===== src/rtl/invader_hit_tracker.sv =====
// Alive/dead tracker for the 3-row invader grid; scans one column per cycle.
// Optional score accumulator enabled by defining INVADER_SCORE_EN.
module invader_hit_tracker #(
    parameter int NUM_INVADERS   = 10,
    parameter int OFFSET         = 100,
    parameter int X_INIT         = 0,
    parameter int Y_ROW1         = 100,
    parameter int Y_ROW2         = 200,
    parameter int Y_ROW3         = 300,
    parameter int INVADER_WIDTH  = 64,
    parameter int INVADER_HEIGHT = 32
) (
    input  logic                    clk65MHz,
    input  logic                    rst_n,
    input  logic [9:0]              xpos,
    input  logic [9:0]              ypos,
    input  logic                    bullet_valid,
    output logic                    bullet_ready,
    input  logic [10:0]             bullet_x,
    input  logic [10:0]             bullet_y,
    input  logic                    new_wave,
    output logic [NUM_INVADERS-1:0] enable_row1,
    output logic [NUM_INVADERS-1:0] enable_row2,
    output logic [NUM_INVADERS-1:0] enable_row3,
    output logic                    hit_valid,
    output logic                    hit,
    output logic [1:0]              hit_row,
    output logic [3:0]              hit_col,
    output logic [4:0]              alive_count,
    output logic                    wave_clear,
    output logic [15:0]             score
);

    typedef enum logic [1:0] {IDLE, SCAN, RESP} state_t;

    localparam logic [4:0] MAX_ALIVE = 5'(3 * NUM_INVADERS);
    localparam logic [3:0] LAST_COL  = 4'(NUM_INVADERS - 1);
    localparam logic [NUM_INVADERS-1:0] ALL_ON = '1;

    state_t state_q, state_d;
    logic [11:0] bx_q, bx_d, by_q, by_d, x_acc_q, x_acc_d;
    logic [9:0]  ypos_q, ypos_d;
    logic [3:0]  col_q, col_d, hit_col_q, hit_col_d;
    logic [1:0]  hit_row_q, hit_row_d;
    logic [NUM_INVADERS-1:0] alive1_q, alive1_d;
    logic [NUM_INVADERS-1:0] alive2_q, alive2_d;
    logic [NUM_INVADERS-1:0] alive3_q, alive3_d;
    logic [4:0]  count_q, count_d;
    logic        hit_q, hit_d, hit_valid_q, hit_valid_d;
    logic        wave_clear_q, wave_clear_d;
    logic        x_in, m1, m2, m3, any_m, last;
    logic [11:0] top1, top2, top3;

    // Hit-box tests in 12-bit unsigned space; operands cannot overflow
    always_comb begin
        top1  = 12'(Y_ROW1) + {2'b00, ypos_q};
        top2  = 12'(Y_ROW2) + {2'b00, ypos_q};
        top3  = 12'(Y_ROW3) + {2'b00, ypos_q};
        x_in  = (bx_q >= x_acc_q) &&
                (bx_q < x_acc_q + 12'(INVADER_WIDTH));
        m1    = alive1_q[col_q] && x_in && (by_q >= top1) &&
                (by_q < top1 + 12'(INVADER_HEIGHT));
        m2    = alive2_q[col_q] && x_in && (by_q >= top2) &&
                (by_q < top2 + 12'(INVADER_HEIGHT));
        m3    = alive3_q[col_q] && x_in && (by_q >= top3) &&
                (by_q < top3 + 12'(INVADER_HEIGHT));
        any_m = m1 || m2 || m3;
        last  = (col_q == LAST_COL);
    end

    always_ff @(posedge clk65MHz or negedge rst_n) begin
        if (!rst_n) state_q <= IDLE;
        else        state_q <= state_d;
    end

    always_comb begin
        state_d = state_q;
        if (new_wave) begin
            state_d = IDLE;
        end else begin
            unique case (state_q)
                IDLE:    if (bullet_valid) state_d = SCAN;
                SCAN:    if (any_m || last) state_d = RESP;
                RESP:    state_d = IDLE;
                default: state_d = IDLE;
            endcase
        end
    end

    always_comb begin
        bullet_ready = (state_q == IDLE);
    end

    always_comb begin
        bx_d         = bx_q;
        by_d         = by_q;
        ypos_d       = ypos_q;
        x_acc_d      = x_acc_q;
        col_d        = col_q;
        alive1_d     = alive1_q;
        alive2_d     = alive2_q;
        alive3_d     = alive3_q;
        count_d      = count_q;
        hit_d        = hit_q;
        hit_row_d    = hit_row_q;
        hit_col_d    = hit_col_q;
        hit_valid_d  = 1'b0;
        wave_clear_d = 1'b0;
        if (new_wave) begin
            alive1_d = ALL_ON;
            alive2_d = ALL_ON;
            alive3_d = ALL_ON;
            count_d  = MAX_ALIVE;
        end else begin
            unique case (state_q)
                IDLE: if (bullet_valid) begin
                    bx_d    = {1'b0, bullet_x};
                    by_d    = {1'b0, bullet_y};
                    ypos_d  = ypos;
                    col_d   = 4'd0;
                    x_acc_d = 12'(X_INIT) + {2'b00, xpos};
                end
                SCAN: begin
                    // Row 3 is nearest the player, so it takes priority
                    if (m3) begin
                        alive3_d[col_q] = 1'b0;
                        hit_row_d       = 2'd3;
                    end else if (m2) begin
                        alive2_d[col_q] = 1'b0;
                        hit_row_d       = 2'd2;
                    end else if (m1) begin
                        alive1_d[col_q] = 1'b0;
                        hit_row_d       = 2'd1;
                    end
                    if (any_m) begin
                        count_d   = count_q - 5'd1;
                        hit_d     = 1'b1;
                        hit_col_d = col_q;
                    end else if (last) begin
                        hit_d     = 1'b0;
                        hit_row_d = 2'd0;
                        hit_col_d = 4'd0;
                    end else begin
                        col_d   = col_q + 4'd1;
                        x_acc_d = x_acc_q + 12'(OFFSET);
                    end
                end
                RESP: begin
                    hit_valid_d  = 1'b1;
                    wave_clear_d = hit_q && (count_q == 5'd0);
                end
                default: ;
            endcase
        end
    end

    always_ff @(posedge clk65MHz or negedge rst_n) begin
        if (!rst_n) begin
            bx_q         <= '0;
            by_q         <= '0;
            ypos_q       <= '0;
            x_acc_q      <= '0;
            col_q        <= '0;
            alive1_q     <= ALL_ON;
            alive2_q     <= ALL_ON;
            alive3_q     <= ALL_ON;
            count_q      <= MAX_ALIVE;
            hit_q        <= 1'b0;
            hit_row_q    <= '0;
            hit_col_q    <= '0;
            hit_valid_q  <= 1'b0;
            wave_clear_q <= 1'b0;
        end else begin
            bx_q         <= bx_d;
            by_q         <= by_d;
            ypos_q       <= ypos_d;
            x_acc_q      <= x_acc_d;
            col_q        <= col_d;
            alive1_q     <= alive1_d;
            alive2_q     <= alive2_d;
            alive3_q     <= alive3_d;
            count_q      <= count_d;
            hit_q        <= hit_d;
            hit_row_q    <= hit_row_d;
            hit_col_q    <= hit_col_d;
            hit_valid_q  <= hit_valid_d;
            wave_clear_q <= wave_clear_d;
        end
    end

`ifdef INVADER_SCORE_EN
    logic [15:0] score_q, score_d;
    logic [16:0] sum;
    logic [4:0]  pts;

    always_comb begin
        unique case (hit_row_q)
            2'd1:    pts = 5'd30;
            2'd2:    pts = 5'd20;
            2'd3:    pts = 5'd10;
            default: pts = 5'd0;
        endcase
        sum     = {1'b0, score_q} + {12'd0, pts};
        score_d = score_q;
        if (state_q == RESP && hit_q && !new_wave)
            score_d = sum[16] ? 16'hFFFF : sum[15:0];
    end

    always_ff @(posedge clk65MHz or negedge rst_n) begin
        if (!rst_n) score_q <= '0;
        else        score_q <= score_d;
    end

    assign score = score_q;
`else
    assign score = 16'd0;
`endif

    assign enable_row1 = alive1_q;
    assign enable_row2 = alive2_q;
    assign enable_row3 = alive3_q;
    assign hit_valid   = hit_valid_q;
    assign hit         = hit_q;
    assign hit_row     = hit_row_q;
    assign hit_col     = hit_col_q;
    assign alive_count = count_q;
    assign wave_clear  = wave_clear_q;

endmodule


===== config.mk =====
export PLATFORM = sky130hd
export DESIGN_NAME = invader_hit_tracker
export DESIGN_NICKNAME = d
export VERILOG_FILES = /design/src/rtl/invader_hit_tracker.sv
export SDC_FILE = /design/constraint.sdc
export NUM_CORES = 1
export LEC_CHECK = 0
export CAP_MARGIN = 20
export CORE_UTILIZATION = 55
export DETAILED_ROUTE_END_ITERATION = 16
export PLACE_DENSITY = 0.91
export SETUP_SLACK_MARGIN = 0.3
export SYNTH_ARGS = -nofsm -noshare
export SYNTH_HDL_FRONTEND = slang
export SYNTH_SLANG_ARGS = --single-unit

===== constraint.sdc =====
create_clock -name clk65MHz -period 4.5 [get_ports clk65MHz]
set_input_delay 0.9 -clock clk65MHz [delete_from_list [all_inputs] [get_ports clk65MHz]]
set_output_delay 0.9 -clock clk65MHz [all_outputs]
set_load 0.05 [all_outputs]

== Word level (Yosys, flattened, before mapping) ==
Index checks and enable logic that the tools add are counted.

* Register bits after elaboration: 94
* Input bits: 46
* Output and inout port bits: 61
* Logic and storage cells: 131

* Add/sub/neg operators: 10
* Magnitude comparators: 10
* Equal/unequal tests: 10
* Muxes and demuxes: 48
* Bitwise operators: 5
* Reductions and logical operators: 33

{| class="wikitable"
|+ Operator list
! cell !! count
|-
| $mux W10 || 12
|-
| $lt A11 B12 Y1 || 4
|-
| $add A11 B6 Y12 const B || 3
|-
| $mux W12 || 3
|-
| $ge A11 B11 Y1 || 3
|-
| $and A10 B10 Y10 || 3
|-
| $add A12 B7 Y12 const B || 2
|-
| $pmux W12 S2 || 1
|-
| $mux W4 || 5
|-
| $mux W2 || 8
|-
| $mux W5 || 3
|-
| $reduce_bool A2 Y1 || 7
|-
| $bmux W1 S4 || 3
|-
| $ge A11 B12 Y1 || 1
|-
| $logic_and A1 B1 Y1 || 12
|-
| $add A7 B10 Y11 const A || 1
|-
| $add A8 B10 Y11 const A || 1
|-
| $add A9 B10 Y11 const A || 1
|-
| $mux W1 || 10
|-
| $ne A2 B2 Y1 const B || 5
|-
| $not A10 Y10 || 1
|-
| $reduce_and A3 Y1 || 3
|-
| $pmux W4 S2 || 1
|-
| $reduce_and A2 Y1 || 4
|-
| 17 further kinds || 19
|}

== Logic depth before layout (Yosys ltp) ==
* Word-level depth: 12
* Depth in mapped cells: 21
* Gate-level depth less buffers: 20

== Worst setup path before layout ==
Ideal clock, no wire load.

* Kind: reg2reg
* Start point: register ypos_q[3]
* End point: register x_acc_q[8]
* Library setup time: 118 ps
* Arrival time: 3674 ps
* Data required time: 4382 ps
* Setup slack: 708 ps
* Stages on the path, launching flop included: 21
* Buffers on the path: 1
* Period minus slack after synthesis: 3792 ps
* Cell sequence: dfrtp_1 -> inv_1 -> ha_1 -> inv_1 -> a21oi_1 -> xor2_1 -> inv_1 -> ha_1 -> nand3b_1 -> xnor2_1 -> ha_1 -> a21o_1 -> a211oi_1 -> o311ai_2 -> a41oi_1 -> a21boi_4 -> a211oi_4 -> o211ai_1 -> buf_2 -> a22oi_1 -> o2bb2a_4

* Word-level cells in the longest chain between the ends: 8
* Elaborated cells between the ends (all ways): 22
* Classes of those cells: add/sub: 6; order compare: 6; eq/ne: 1; reduce/logical: 9

{| class="wikitable"
|+ RTL lines
! what !! line !! source
|-
| start, declared || 42 || <nowiki>logic [9:0] ypos_q, ypos_d;</nowiki>
|-
| start signal, assigned || 176 || <nowiki>ypos_q <= ypos_d;</nowiki>
|-
| $add A7 B10 Y11 / $add A8 B10 Y11 (equally long branches) || 56, 57 ||
|-
| $add A11 B6 Y12, or another cell as far along || 62 || <nowiki>(by_q < top1 + 12'(INVADER_HEIGHT));</nowiki>
|-
| $lt A11 B12 Y1, or another cell as far along || 62 ||
|-
| $logic_and A1 B1 Y1, on equally long branches || 61, 63 ||
|-
| $logic_or A1 B1 Y1 || 67 || <nowiki>any_m = m1 || m2 || m3;</nowiki>
|-
| $logic_or A1 B1 Y1 (*) || 67 ||
|-
| $ne A2 B2 Y1 (no line) (*) || -- ||
|-
| $reduce_and A5 Y1 (no line) (*) || -- ||
|-
| end signal, assigned || 162 || <nowiki>x_acc_q <= '0;</nowiki>
|-
| end signal, assigned || 177 || <nowiki>x_acc_q <= x_acc_d;</nowiki>
|-
| end, declared || 41 || <nowiki>logic [11:0] bx_q, bx_d, by_q, by_d, x_acc_q, x_acc_d;</nowiki>
|}

Every way passes the cells marked *; elsewhere a longest branch is shown, timed or not.
A chain may end at the register's enable or synchronous reset.

== Worst setup path in the final report ==
* Start point: register ypos_q[3]
* End point: register alive2_q[2] (netlist: enable_row2[2])

* Word-level cells in the longest chain between the ends: 6
* Elaborated cells between the ends (all ways): 15
* Classes of those cells: add/sub: 4; order compare: 4; eq/ne: 1; reduce/logical: 6

{| class="wikitable"
|+ RTL lines
! what !! line !! source
|-
| $add A9 B10 Y11 / $add A8 B10 Y11 (equally long branches) || 58, 57 ||
|-
| $add A11 B6 Y12, or another cell as far along || 66 || <nowiki>(by_q < top3 + 12'(INVADER_HEIGHT));</nowiki>
|-
| $lt A11 B12 Y1, or another cell as far along || 66 ||
|-
| $logic_and A1 B1 Y1, on equally long branches || 65, 63 ||
|-
| $ne A2 B2 Y1 (no line) / $reduce_bool A2 Y1 (equally long branches) || -- ||
|-
| $reduce_and A3 Y1 (no line) (*) || -- ||
|-
| end signal, assigned || 180 || <nowiki>alive2_q <= alive2_d;</nowiki>
|-
| end, declared || 46 || <nowiki>logic [NUM_INVADERS-1:0] alive2_q, alive2_d;</nowiki>
|}

Marked as above.

==> impl_metrics.json <==
{
  "status": "complete, but fails checks",
  "violations": "design-rule violations",
  "netlist_instances": 741,
  "synthToLayoutAreaGrowth_pct": 21.9,
  "gp_congestion": 0.917,
  "ant_nets": 0,
  "cts-root-buf": "clkbuf_16",
  "fin_cells": 982,
  "antenna_cells": 0,
  "ys.flop_type": "dfrtp_1",
  "crit_arrival_ps": 4330,
  "track_usage": 0.284,
  "yosys.cell_count.top_type": "nand2_1",
  "pwr-share-seq": 0.226,
  "finalClockSkew_ps": 10.0,
  "cts_made_buffers": 9,
  "core_area_sq_um": 11600,
  "dr.pass1.iters": 11,
  "row_count": 39,
  "yosysSeqAreaShare": 0.361,
  "clkLatencyLatePin_ps": 360,
  "dieWidth_um": 112,
  "clock_sinks": 94,
  "hold_ws_ps": 478,
  "yosys_register_bits": 94,
  "detailed_place_hpwl_um": 11900,
  "synth.top_cell.area_share": 0.226,
  "worst_ir_drop_vdd_v": 0.000513,
  "maxSlewHeadroom": 0.375,
  "whs_path_depth": 2,
  "synth-async-reset-ratio": 1.00,
  "synth_common_cells": "nand2_1 (131), ha_1 (79), dfrtp_1 (60), inv_1 (45)",
  "drive_gt1_frac": 0.126,
  "place_inst": 955,
  "ys_top_cells_by_area": "dfrtp_1 (23%), ha_1 (15%), dfstp_2 (13%), nand2_1 (7.4%), a21oi_1 (2.9%)",
  "syn_area_sq_um": 6640,
  "grt_pass1_wl_um": 28400,
  "power_density_nw_per_um2": 814,
  "synth_edf_count": 0,
  "endpoint_kind": "flip-flop",
  "p_int_mw": 3.35,
  "cts_max_level": 3,
  "die_y_um": 112,
  "post-route-util": 0.697,
  "vias_per_cell": 6.04,
  "grt_pass1_vias": 5812,
  "initial_utilization": 0.572,
  "p_total_mw": 6.59,
  "slew_viol_final": 0,
  "synth_cell_types": 67,
  "wl_per_cell_um": 17.7,
  "hold_class": "reg -> reg",
  "switching_share": 0.491,
  "max_cap_violations": 0,
  "timing_worst_setup_path_type": "reg -> reg",
  "critPathRequiredTime_ps": 4790,
  "cts_tree": "built",
  "rsz0062_at_grt": "no",
  "period_minus_slack_ps": 4040,
  "yosys_warnings": 0,
  "max_freq_mhz": 248,
  "clk_path_buf_depth": 2,
  "hold_viol_final": 0,
  "post-place-ws_ps": 36.4,
  "holdBufCountCts": 0,
  "via_count": 5931,
  "setup_violations": 0,
  "design_area_sq_um": 8100,
  "portBuffers": 90,
  "fin_crit_sh": 0.897,
  "p_comb_frac": 0.650,
  "postSynthAreaPerCell_sq_um": 8.96,
  "ios": 107,
  "clkSlewWorstSetupHoldPaths_ps": 70,
  "grt_remaining_overflow": 0,
  "p_switching_mw": 3.24,
  "drt_iter0_drc": 460,
  "grt_max_degree": 76,
  "setup_ws_ps": 463,
  "tightest_slew_ps": 937,
  "setup_tns_ps": 0,
  "yosys.area.top_type": "dfrtp_1",
  "clkPwrFrac": 0.124,
  "antenna_found_initial": 0,
  "die_area_sq_um": 12500,
  "finalWirelength_um": 17400,
  "p_leak_nw": 3.66,
  "fillers": 844,
  "dpl_cell_area_sq_um": 7610,
  "nets": 959,
  "worstRegToRegCells": 18,
  "cp_max_fo": 10,
  "crit_path_start_kind": "flip-flop",
  "drc_errors": 5
}
==> area by class of cell <==
class / count / area (sq um) / area share
multi-input combinational: 570 / 3960 / 0.489
tap: 143 / 179 / 0.0221
clock inverter: 7 / 92.6 / 0.0114
timing repair buffer: 112 / 1070 / 0.132
sequential: 94 / 2400 / 0.296
clock buffer: 9 / 225 / 0.0278
inverter: 47 / 176 / 0.0218
==> final timing paths <==
kind / end / startpoint / slack [ps]
max reg2reg: enable_row2[2] / ypos_q[3] / 460
min: x_acc_q[0] / x_acc_q[0] / 480
min reg2reg: x_acc_q[0] / x_acc_q[0] / 480
max: enable_row2[2] / ypos_q[3] / 460
min in group asynchronous: hit_valid / rst_n / 680
max in group asynchronous: ypos_q[3] / rst_n / 2950
==> power by group through the flow <==
stage	registers [mW]	clock network, mW	logic [mW]
after CTS	1.46	0.818	3.96
after detailed placement	1.47	0	3.82
after global placement	1.46	0	3.67
after global routing	1.52	0.856	4.75
final	1.49	0.818	4.28
after floorplan	1.41	0	2.95
==> kinds of logic after synthesis <==
| group | Yosys count | share of synthesized area |
|---|---|---|
| DFF | 94 | 0.361 |
| adders and majority gates | 79 | 0.149 |
| muxes | 15 | 0.0267 |
| xor gates and xnor gates | 31 | 0.0409 |
| and+or+nand+nor | 263 | 0.182 |
| buffers and inverters | 92 | 0.0652 |
| other | 1 | 0.000565 |
| AOI/OAI and AO/OA | 166 | 0.176 |
==> critical path: stages (launching register included) <==
cell and delay, ps:
dfrtp_2 460, inv_2 90, ha_2 200, inv_1 70, a21oi_4 150, xor2_2 200
inv_1 70, ha_1 220, xor2_1 180, ha_1 300, nand3_1 90, o31ai_1 360
a41oi_1 170, a21boi_4 180, buf_4 150, buf_4 160, nor3_2 540, nand3_1 180
a21o_1 210
==> state kept, by name, summed over array words and instances (netlist names) <==
| name | flops |
|---|---|
| enable_row2 | 10 |
| hit | 1 |
| x_acc_q | 12 |
| alive_count | 5 |
| ypos_q | 10 |
| enable_row3 | 10 |
| state_q | 2 |
| by_q | 11 |
| col_q | 4 |
| bx_q | 11 |
| hit_valid | 1 |
| hit_row | 2 |
| hit_col | 4 |
| wave_clear | 1 |
| enable_row1 | 10 |
==> layout by cell type, fill, tap and decap left out, types with 5 or more instances in the layout <==
cell type	Yosys	final
a21o_1	18	18
o21ai_0	27	27
ha_1	79	78
xor2_1	9	8
and3_1	8	7
clkdlybuf4s50_1	0	89
nor3_1	7	7
clkbuf_16	0	9
nand4_1	9	9
nand2_1	131	131
a21oi_1	39	37
nand3b_1	5	5
dfrtp_1	60	56
o211ai_1	7	7
nand2b_1	7	7
a211o_1	6	6
xnor2_1	22	20
buf_4	16	22
inv_1	45	44
o31ai_1	6	6
mux2i_1	11	11
nor2b_1	11	11
a31oi_1	11	10
and2_1	8	7
conb_1	1	16
dfstp_2	34	34
nor2_1	39	39
nand3_1	25	25
o22a_1	13	13
==> metal layers <==
metal / track usage / routed length (um) / vias to the layer above
met5: 0 / 0 / -
met4: 0.102 / 405 / 0
met3: 0.0523 / 1220 / 48
met2: 0.478 / 8660 / 269
met1: 0.365 / 7060 / 2856
li1: - / - / 2758
==> repair_timing <==
action,CTS,global route
buffers inserted,3,8
pin swaps,1,4
resized for setup,3,18
setup endpoints to repair,19,51
Power figures use the tool's default switching activity.
